==> src/rtl/round_sequencer.sv <==
// Memory-game round controller: pattern generation, LED playback,
// replay scoring and round/score bookkeeping.
module round_sequencer #(
   parameter int TICK_DIV       = 1000,
   parameter int STEP_ON_TICKS  = 4,
   parameter int STEP_OFF_TICKS = 2,
   parameter int TIMEOUT_TICKS  = 50,
   parameter int ROUNDS         = 10,
   parameter int LEN_1          = 4,
   parameter int LEN_2          = 12,
   parameter int LEN_3          = 16
) (
   input  logic       clk_2,
   input  logic       dip_rst,
   input  logic [2:0] diff_sel,
   input  logic [7:0] btn_pulse,
   output logic [7:0] led,
   output logic [3:0] round,
   output logic [7:0] score,
   output logic [2:0] phase,
   output logic       hit_pulse,
   output logic       miss_pulse,
   output logic       game_over
);

   localparam logic [2:0] IDLE    = 3'd0;
   localparam logic [2:0] GEN     = 3'd1;
   localparam logic [2:0] SHOW    = 3'd2;
   localparam logic [2:0] INPUT   = 3'd3;
   localparam logic [2:0] RND_END = 3'd4;
   localparam logic [2:0] DONE    = 3'd5;

   localparam logic [15:0] PRE_MAX = 16'(TICK_DIV - 1);
   localparam logic [15:0] ON_MAX  = 16'(STEP_ON_TICKS - 1);
   localparam logic [15:0] OFF_MAX = 16'(STEP_OFF_TICKS - 1);
   localparam logic [15:0] TO_MAX  = 16'(TIMEOUT_TICKS - 1);
   localparam logic [3:0]  RND_MAX = 4'(ROUNDS);

   logic [15:0] lfsr;
   logic [15:0] pre;
   logic [15:0] tcnt;
   logic [4:0]  len;
   logic [4:0]  idx;
   logic        on;
   logic [2:0]  pat [16];

   logic       tick;
   logic       last;
   logic       fb;
   logic [2:0] cur;
   logic [2:0] btn_idx;
   logic       hit;
   logic       press;

   assign tick  = (pre == PRE_MAX);
   assign last  = (idx == len - 5'd1);
   assign fb    = lfsr[15] ^ lfsr[13] ^ lfsr[12] ^ lfsr[10];
   assign cur   = pat[idx[3:0]];
   assign press = (btn_pulse != 8'd0);
   assign hit   = $onehot(btn_pulse) && (btn_idx == cur);

   always_comb begin
      btn_idx = 3'd0;
      for (int i = 0; i < 8; i++)
         if (btn_pulse[i]) btn_idx = 3'(i);
   end

   // idx doubles as the write pointer while generating
   always_ff @(posedge clk_2) begin
      if (!dip_rst && phase == GEN)
         pat[idx[3:0]] <= lfsr[2:0];
   end

   always_ff @(posedge clk_2) begin
      if (dip_rst) begin
         lfsr       <= 16'hACE1;
         pre        <= 16'd0;
         tcnt       <= 16'd0;
         len        <= 5'd0;
         idx        <= 5'd0;
         on         <= 1'b0;
         led        <= 8'd0;
         round      <= 4'd0;
         score      <= 8'd0;
         phase      <= IDLE;
         hit_pulse  <= 1'b0;
         miss_pulse <= 1'b0;
         game_over  <= 1'b0;
      end else begin
         lfsr       <= {lfsr[14:0], fb};
         hit_pulse  <= 1'b0;
         miss_pulse <= 1'b0;
         case (phase)
            IDLE: begin
               led <= 8'd0;
               if ($onehot(diff_sel)) begin
                  phase <= GEN;
                  idx   <= 5'd0;
                  unique case (1'b1)
                     diff_sel[0]: len <= 5'(LEN_1);
                     diff_sel[1]: len <= 5'(LEN_2);
                     diff_sel[2]: len <= 5'(LEN_3);
                  endcase
               end
            end
            GEN: begin
               led <= 8'd0;
               if (last) begin
                  phase <= SHOW;
                  idx   <= 5'd0;
                  pre   <= 16'd0;
                  tcnt  <= 16'd0;
                  on    <= 1'b1;
               end else begin
                  idx <= idx + 5'd1;
               end
            end
            SHOW: begin
               led <= on ? (8'd1 << cur) : 8'd0;
               pre <= tick ? 16'd0 : pre + 16'd1;
               if (tick) begin
                  if (on && tcnt == ON_MAX) begin
                     on   <= 1'b0;
                     tcnt <= 16'd0;
                  end else if (!on && tcnt == OFF_MAX) begin
                     on   <= 1'b1;
                     tcnt <= 16'd0;
                     if (last) begin
                        phase <= INPUT;
                        idx   <= 5'd0;
                     end else begin
                        idx <= idx + 5'd1;
                     end
                  end else begin
                     tcnt <= tcnt + 16'd1;
                  end
               end
            end
            INPUT: begin
               pre <= tick ? 16'd0 : pre + 16'd1;
               // a press wins over a coincident timeout tick
               if (press || (tick && tcnt == TO_MAX)) begin
                  pre  <= 16'd0;
                  tcnt <= 16'd0;
                  if (hit) begin
                     hit_pulse <= 1'b1;
                     led       <= btn_pulse;
                     if (score != 8'hFF) score <= score + 8'd1;
                  end else begin
                     miss_pulse <= 1'b1;
                     led        <= 8'hFF;
                  end
                  if (last) phase <= RND_END;
                  else      idx   <= idx + 5'd1;
               end else if (tick) begin
                  tcnt <= tcnt + 16'd1;
               end
            end
            RND_END: begin
               round <= round + 4'd1;
               idx   <= 5'd0;
               if (round + 4'd1 == RND_MAX) begin
                  phase     <= DONE;
                  game_over <= 1'b1;
                  led       <= 8'hFF;
               end else begin
                  phase <= GEN;
                  led   <= 8'd0;
               end
            end
            DONE: begin
               game_over <= 1'b1;
               led       <= 8'hFF;
            end
            default: phase <= IDLE;
         endcase
      end
   end

endmodule

==> config.mk <==
export PLATFORM = sky130hd
export DESIGN_NAME = round_sequencer
export DESIGN_NICKNAME = d
export VERILOG_FILES = /design/src/rtl/round_sequencer.sv
export SDC_FILE = /design/constraint.sdc
export NUM_CORES = 1
export LEC_CHECK = 0
export BUFFER_PORTS_ARGS = -buffer_cell sky130_fd_sc_hd__buf_2
export CAP_MARGIN = 20
export CORE_MARGIN = 2
export CORE_UTILIZATION = 50
export CTS_CLUSTER_SIZE = 40
export DETAILED_ROUTE_END_ITERATION = 12
export PLACE_DENSITY = 0.68
export SLEW_MARGIN = 0
export SYNTH_ARGS = -nofsm -noshare
export SYNTH_HDL_FRONTEND = slang
export SYNTH_SLANG_ARGS = --single-unit
==> constraint.sdc <==
create_clock -name clk_2 -period 7.67 [get_ports clk_2]
set_input_delay 0 -clock clk_2 [delete_from_list [all_inputs] [get_ports clk_2]]
set_output_delay 0 -clock clk_2 [all_outputs]
set_load 0.02 [all_outputs]
# After elaboration in Yosys (flattened, before gate mapping)
# Memories as Yosys holds them, arrays and structs flattened. A register that Yosys moved wholly into a read port is not among the register bits.
# Cells that the tools add are included.
# Widths: inputs -> output; s select.
# classes
n_eq_ne	27
n_addsub	15
n_shift	1
multipliers	0
n_lt_le_gt_ge	0
div_mod_pow	0
n_reduce_logical	26
n_bitwise	6
mux	54
# op_table
op	count
$mux 16	8
$pmux 16 s3	2
$pmux 8 s5	1
$mux 3	13
$mux 5	7
$add 16x1->16 const B	2
$mux 8	4
$pmux 5 s5	1
$ne 2x2->1 const B	10
$pmux 3 s6	1
$eq 16x1->1 const B	1
$eq 16x10->1 const B	1
$eq 16x2->1 const B	1
$eq 16x6->1 const B	1
$pmux 5 s3	1
$reduce_and 4->1	3
$add 1x1->2	5
$mux 1	10
$reduce_bool 5->1	2
$reduce_and 9->1	1
$add 8x1->8 const B	1
$mux 4	2
$ne 8x8->1 const B	1
$reduce_and 2->1	4
30 further kinds	46
# word_totals
elab_cells	143
rom_bits	0
n_memories	1
inputBits	13
regBits	85
latch_bits	0
ramBits	48
# memory_table
name	words	word_bits	read_ports	rd_clocked_by_memory_dff	wr	line_no	text
pat	16	3	1	1	1	45	logic [2:0] pat [16];

# Longest topological paths before layout
# Gate-level depths: netlist (run 1).
# depth
ltp_word	12
depth_mapped	14
ltp_nobuf	14

# Worst setup path after synthesis (run 1)
# No wires, ideal clock.
# synth_path
path_kind	input port to flip-flop
startpoint	input port btn_pulse[0]
endpoint	register score[7]
required_ps	7600
t_arrival_ps	3712
setup_ps	70
setup_slack_ps	3888
stages	14
cell_sequence	inv_1 > fa_1 > fa_1 > fa_1 > inv_1 > ha_1 > inv_1 > fa_1 > a2111oi_0 > o211ai_1 > or3_1 > or3_1 > or3_1 > a21oi_1
# synth_via
elab_chain_cells	6
# synth_lines
element	line_no	text
start, declared	16	input logic [7:0] btn_pulse,
$add 1x1->2 (implied by the code)	60	assign hit = $onehot(btn_pulse) && (btn_idx == cur);
$add 2x2->3 (implied by the code)	60	
$add 3x3->4 (implied by the code)	60	
$eq 4x1->1	60	
$logic_and 1x1->1	60	
$reduce_and 4->1 (no line) (*)	--	
end signal, assigned	148	if (score != 8'hFF) score <= score + 8'd1;
end, declared	19	output logic [7:0] score,
# Mark *: on every way between the ends. The rest lies on a longest branch, timed or not.
# A chain may end at the register's enable or synchronous reset.

# Worst setup path in the final report (run 1)
# layout_path
startpoint	input port btn_pulse[1]
endpoint	register score[7]
# layout_via
elab_chain_cells	10
# layout_lines
element
parallel branches: the longest is 9 deep, another holds $add 3x3->4
$reduce_and 4->1 (no line) (*)
# Mark *: on every way between the ends.

==> reports/summary.txt, run 1 <==
outcome -> finished, final reports clean
final worst slack -> 3330 ps
delay of the slowest critical-path stage -> 540 ps
ANT cells -> 0
Vias -> 4930
M1 WL -> 6330 µm
htree depth -> 4
Ys Warns -> 0
DR WL/cell -> 15.9 µm
Hold EP -> len[4]
Top delay family on crit path -> adder cells
GP Congestion -> 0.862
Yosys top cell area share -> 27.1%
final core utilization -> 59.2%
final setup vio count -> 0
# port buffers -> 38
initial antenna violation count -> 0
final critical-path required period -> 4340 ps
Distinct cells, synth -> 62
Die Height -> 117 µm
Setup TNS -> 0 ps
FF-to-FF path depth -> 7
Max stage delay cell, worst path -> dlygate4sd3_1
full die area -> 13800 µm²
final hold violation count -> 0
DR top layer -> met4
clk buf depth -> 2
register area share after synthesis -> 49.5%
Post-DP Area -> 6760 µm²
DRT iter0 DRCs -> 481
Initial Util -> 51.1%
R2R Path End -> score[0]
Tightest Pin Transition -> 814 ps
largest net degree at the start of global routing -> 59
DPL Wire Length -> 9440 µm
Post-Syn Area -> 6430 µm²
critical-path cell list -> dlygate4sd3_1, buf_2, inv_1, fa_1, fa_1, fa_1, inv_1, ha_1, inv_1, fa_1, a2111oi_0, o211ai_1, buf_4, or3_1, or3_1, or3_1, a21oi_1
CP Capture Type -> flip-flop
GRT overflow -> 0
arrival time worst endpoint -> 4690 ps
Max Freq -> 230 MHz
CTS clock-pin slew for the worst setup and hold paths -> 60 ps
share of layout cells above drive strength 1 -> 14.4%
Slew HR -> 45.5%
crit-path max FO -> 15
fin nets -> 714
WL met2 -> 6320 µm
Sink Count -> 135
Pwr per Cell Area -> 240 nW/µm²
ys async rst share -> 0%
Hold Crit Start -> diff_sel[0]
Post-synth EDFFs -> 48
Hold Crit Class -> primary input to flip-flop
vias per inst -> 5.69
synth cell count leaders -> dfxtp_1, nor2_1, edfxtp_1
leading area contributor after synthesis -> dfxtp_1
final worst-path cycle share -> 56.6%
worst path buffer plus inverter count -> 6
top-count cell post-synth -> dfxtp_1
net count after synthesis -> 670
Max rail drop VDD -> 163 µV
Post-CTS Setup Inserts -> 0
skew final -> 7.26 ps
I/O Pins -> 39
width of the chip -> 117 µm
Mean Syn Cell Area -> 10.1 µm²
hold path depth -> 6
max cap viols -> 0
Site Rows -> 41
Synth Register Bits -> 135
Most used DFF post-synth -> dfxtp_1
Remaining DRCs -> 0
cells after synthesis -> 637
CTS tree -> yes
core area -> 12600 µm²
vias in the first global route -> 4677
drt total wl -> 13800 µm
ANT nets after route -> 0
main area contributors after synthesis -> dfxtp_1, edfxtp_1, nor2_1, mux4_2, ha_1
startpoint types -> primary input
unrepaired setup endpoints after global routing -> no
crit path from -> btn_pulse[1]
Area growth syn-to-layout -> 15.8%
start-to-end type of the worst setup path -> primary input to flip-flop
All-Layer GR Usage -> 20.5%
Root Buffer -> clkbuf_16
Setup WS pre-CTS -> 3470 ps
final slew viol count -> 0
CTS hold repair buffers -> 10
final hold slack -> 156 ps
design area -> 7440 µm²
R2R setup slack -> 3920 ps
first-pass GRT wire length -> 22900 µm
critical path's most frequent cell -> fa_1
Worst-Skew Late Latency -> 420 ps
first drt pass iteration count -> 5
DR WL met3 -> 891 µm
Num CTS Buffers -> 17
Worst EP required -> 8020 ps
post-CTS resize count -> 0
Leak -> 2.69 nW
-- cells by family (layout without fill, tap and decap cells) --
group / count (synthesis) / count (layout) / share of synthesized area, %
xor+xnor: 35 / 35 / 4.98
simple gates: 286 / 286 / 23.2
buf+inv: 56 / 113 / 3.41
flops: 135 / 135 / 49.5
compound gates: 81 / 81 / 8.14
fa+ha+maj: 20 / 20 / 4.48
mux: 24 / 24 / 6.23
-- final cells by class --
| class | instances | area [µm²] |
|---|---|---|
| multi-input cells | 446 | 3020 |
| repair buffers | 53 | 328 |
| clock inverters | 14 | 159 |
| inverters | 28 | 105 |
| well taps | 172 | 215 |
| clock buffers | 18 | 429 |
| fillers | 1058 | 5120 |
| flip-flops and latches | 135 | 3180 |
-- power breakdown --
part	switching [W]	internal [W]	leakage, nW
Combinational	0.000115	0.0000677	1.27
Sequential	0.0000279	0.000763	1.14
Clock	0.000303	0.000507	0.286
Total	0.000447	0.00134	2.69
-- worst max path at each step --
stage / endpoint / slack (ps) / cells after the start
finish: score[7] / 3330 / 17
global route: score[7] / 3110 / 17
CTS: score[7] / 3340 / 17
detailed placement: score[7] / 3470 / 16
global placement: score[7] / 3580 / 16
floorplan: score[7] / 3890 / 14
-- layer usage --
metal,vias up,track usage (%)
li1,2391,-
met1,2354,27.8
met2,158,31.4
met3,27,5.98
met4,0,7.23
met5,-,0
-- worst register-to-register path: stages (launching register included) --
cell      delay [ps]
dfxtp_1          740
mux4_2           640
xnor2_1          150
a311oi_1         330
o21ai_1          100
nand4b_1         730
nor4_2           590
mux2_1           360
-- sequential cells by signal (all words and copies together) (netlist names), 4 cells and up, named ones only --
name and count:
score 8, idx 5, tcnt 16, pre 16
round 4, pat 48, lfsr 16, led 8
-- cells in the final DEF (no fill, tap or decap), types with 4 or more instances in the layout --
cell type	instances
nor4_1	7
buf_2	38
mux2i_1	7
and2_1	8
nand4_1	20
o21ai_0	16
or3_1	10
and3_1	7
nand3_1	27
mux4_2	12
or4_1	4
nand2b_1	12
nor4b_1	4
o41ai_1	8
fa_1	5
dfxtp_1	87
nor2b_1	15
clkbuf_16	17
clkinv_4	4
nor3_1	22
inv_1	28
nand2_1	42
xnor2_1	13
o21ai_1	7
or2_2	8
xor2_1	21
nor2_1	81
ha_1	15
a21oi_1	24
buf_4	5
edfxtp_1	48
dlygate4sd3_1	10
-- metrics by stage --
step | power, W | instances
final | 0.00178 | 866
after global routing | 0.00185 | 866
after CTS | 0.00180 | 866
after detailed placement | 0.000982 | 824
after global placement | 0.000974 | 824
after floorplan | 0.000934 | 637
No activity file was read; power rests on OpenSTA's default activity.
==> inputs of run 2 (changes only) <==
PLACE_DENSITY = 0.7   (was 0.68)
clock period = 3.7 ns   (was 7.67 ns; I/O delays follow)
==> reports/summary.txt, run 2 (same netlist as run 1, synthesis figures left out) <==
vias per inst -> 5.73 (+0.62%)
final worst-path cycle share -> 97.0%
Leak -> 2.77 nW (+3.0%)
DPL Wire Length -> 9720 µm (+3.0%)
ANT nets after route -> 0 (unchanged)
Worst EP required -> 4050 ps (-3970 ps)
max cap viols -> 0 (unchanged)
DR WL/cell -> 16.1 µm (+1.3%)
CP Capture Type -> flip-flop
final hold slack -> 194 ps (+37.8 ps)
final setup vio count -> 0 (unchanged)
core area -> 12600 µm² (unchanged)
Slew HR -> 52.6% (+7.2 points)
first-pass GRT wire length -> 23700 µm (+3.3%)
CTS clock-pin slew for the worst setup and hold paths -> 60 ps (about the same)
Hold Crit Class -> primary input to flip-flop
ANT cells -> 0 (unchanged)
Hold Crit Start -> diff_sel[0]
Area growth syn-to-layout -> 18.3%
GP Congestion -> 0.831 (-3.6%)
final critical-path required period -> 3590 ps
final slew viol count -> 0 (unchanged)
drt total wl -> 14100 µm (+2.3%)
Site Rows -> 41 (unchanged)
GRT overflow -> 0 (unchanged)
outcome -> finished, final reports clean
commonest cells after routing, fill and taps aside -> dfxtp_1, nor2_1, edfxtp_1, nand2_1, buf_2
R2R setup slack -> 370 ps (-3550 ps)
initial antenna violation count -> 0 (unchanged)
delay of the slowest critical-path stage -> 570 ps (+30 ps)
Tightest Pin Transition -> 704 ps (-109 ps)
hold path depth -> 6 (unchanged)
Remaining DRCs -> 0 (unchanged)
max FFs per register -> 48 (unchanged)
Initial Util -> 51.1% (unchanged)
critical-path cell list -> buf_2, inv_1, fa_1, fa_1, fa_1, inv_1, ha_2, inv_1, fa_2, a2111oi_4, o211ai_1, buf_4, or4_1, or3_1, a21oi_1
Vias -> 5012 (+1.7%)
fin nets -> 723 (+1.3%)
first drt pass iteration count -> 8 (+3)
share of layout cells above drive strength 1 -> 16.5% (+2.1 points)
Post-CTS Setup Inserts -> 0 (unchanged)
largest net degree at the start of global routing -> 58 (-1.7%)
Max Freq -> 279 MHz
startpoint types -> primary input
worst path buffer plus inverter count -> 5 (-1)
Setup TNS -> 0 ps (unchanged)
vias in the first global route -> 4883 (+4.4%)
Hold EP -> len[4]
CTS tree -> yes
I/O Pins -> 39 (unchanged)
htree depth -> 4 (unchanged)
start-to-end type of the worst setup path -> primary input to flip-flop
skew final -> 9.71 ps (+2.44 ps)
crit path from -> btn_pulse[3]
R2R Path End -> led[2]
commonest non-fill, non-tap cell in the layout -> dfxtp_1
Sink Count -> 135 (unchanged)
Pwr per Cell Area -> 509 nW/µm² (+110%)
Root Buffer -> clkbuf_16
Top delay family on crit path -> adder cells
Num CTS Buffers -> 17 (unchanged)
All-Layer GR Usage -> 21.4% (+0.94 points)
final core utilization -> 60.5% (+1.3 points)
final hold violation count -> 0 (unchanged)
clk buf depth -> 2 (unchanged)
Max stage delay cell, worst path -> fa_1
DRT iter0 DRCs -> 509 (+5.8%)
Worst-Skew Late Latency -> 420 ps (about the same)
Die Height -> 117 µm (unchanged)
width of the chip -> 117 µm (unchanged)
Max rail drop VDD -> 284 µV (+75%)
arrival time worst endpoint -> 3930 ps (-760 ps)
FF-to-FF path depth -> 8 (+1)
# port buffers -> 38 (unchanged)
full die area -> 13800 µm² (unchanged)
crit-path max FO -> 4 (-11)
[run 2: cell count changes in the layout (fill, tap and decap cells not counted), moves of 2 or more]
cell       before  now
clkinv_1        3    0
clkbuf_16      17   19
buf_4           5   15
clkinv_4        4    0
clkbuf_8        0    4
clkbuf_1        1    3
[run 2: cell type report]
cell class | count | area, µm²
clock inverter | 6 | 106
inverter | 28 | 105
fill | 1014 | 4960
multi-input combinational | 446 | 3060
timing repair buffer | 62 | 398
tap | 172 | 215
clock buffer | 26 | 542
sequential | 135 | 3180
[run 2: worst max path at each step]
| stage | end | cells after the start |
|---|---|---|
| after detailed placement | score[4] | 15 |
| after global routing | score[7] | 15 |
| after global placement | score[6] | 15 |
| after CTS | score[6] | 15 |
| final | score[4] | 15 |
| after floorplan | score[7] | 14 |
[run 2: layer usage]
layer / wire (µm) / vias to the layer above / GRT usage [%]
met4: 231 / 0 / 8.13
met3: 820 / 24 / 5.84
met2: 6680 / 160 / 33.8
met1: 6370 / 2432 / 28.2
li1: - / 2396 / -
met5: 0 / - / 0
[run 2: timing repair]
action	in CTS	in global routing
endpoints found under the hold margin	11	0
resized for setup	0	5
setup endpoints to repair	0	3
hold buffers	10	0
[run 2: metrics by stage]
stage	power, W	setup WS, ps	area (µm²)	cells
2_1_floorplan	0.00194	43.6	6440	637
3_3_place_gp	0.00204	-162	6830	833
3_5_place_dp	0.00206	-228	6830	833
4_1_cts	0.00388	150	7580	875
5_1_grt	0.00402	-6.62	7600	875
6_report	0.00387	111	7600	875
[run 2: worst register-to-register path, delay by kind of cell (launching register included)]
family,cells,cell delay (ps)
muxes,1,620
and+or+nand+nor,1,470
xor gates and xnor gates,1,140
buffers and inverters,1,350
AOI/OAI and AO/OA,4,920
DFF,1,690
[run 2: power breakdown]
| part | switching (W) | internal (W) | total [W] |
|---|---|---|---|
| sequential | 0.0000574 | 0.00158 | 0.00164 |
| clock | 0.000600 | 0.00121 | 0.00181 |
| combinational | 0.000259 | 0.000160 | 0.000420 |
| total | 0.000917 | 0.00295 | 0.00387 |
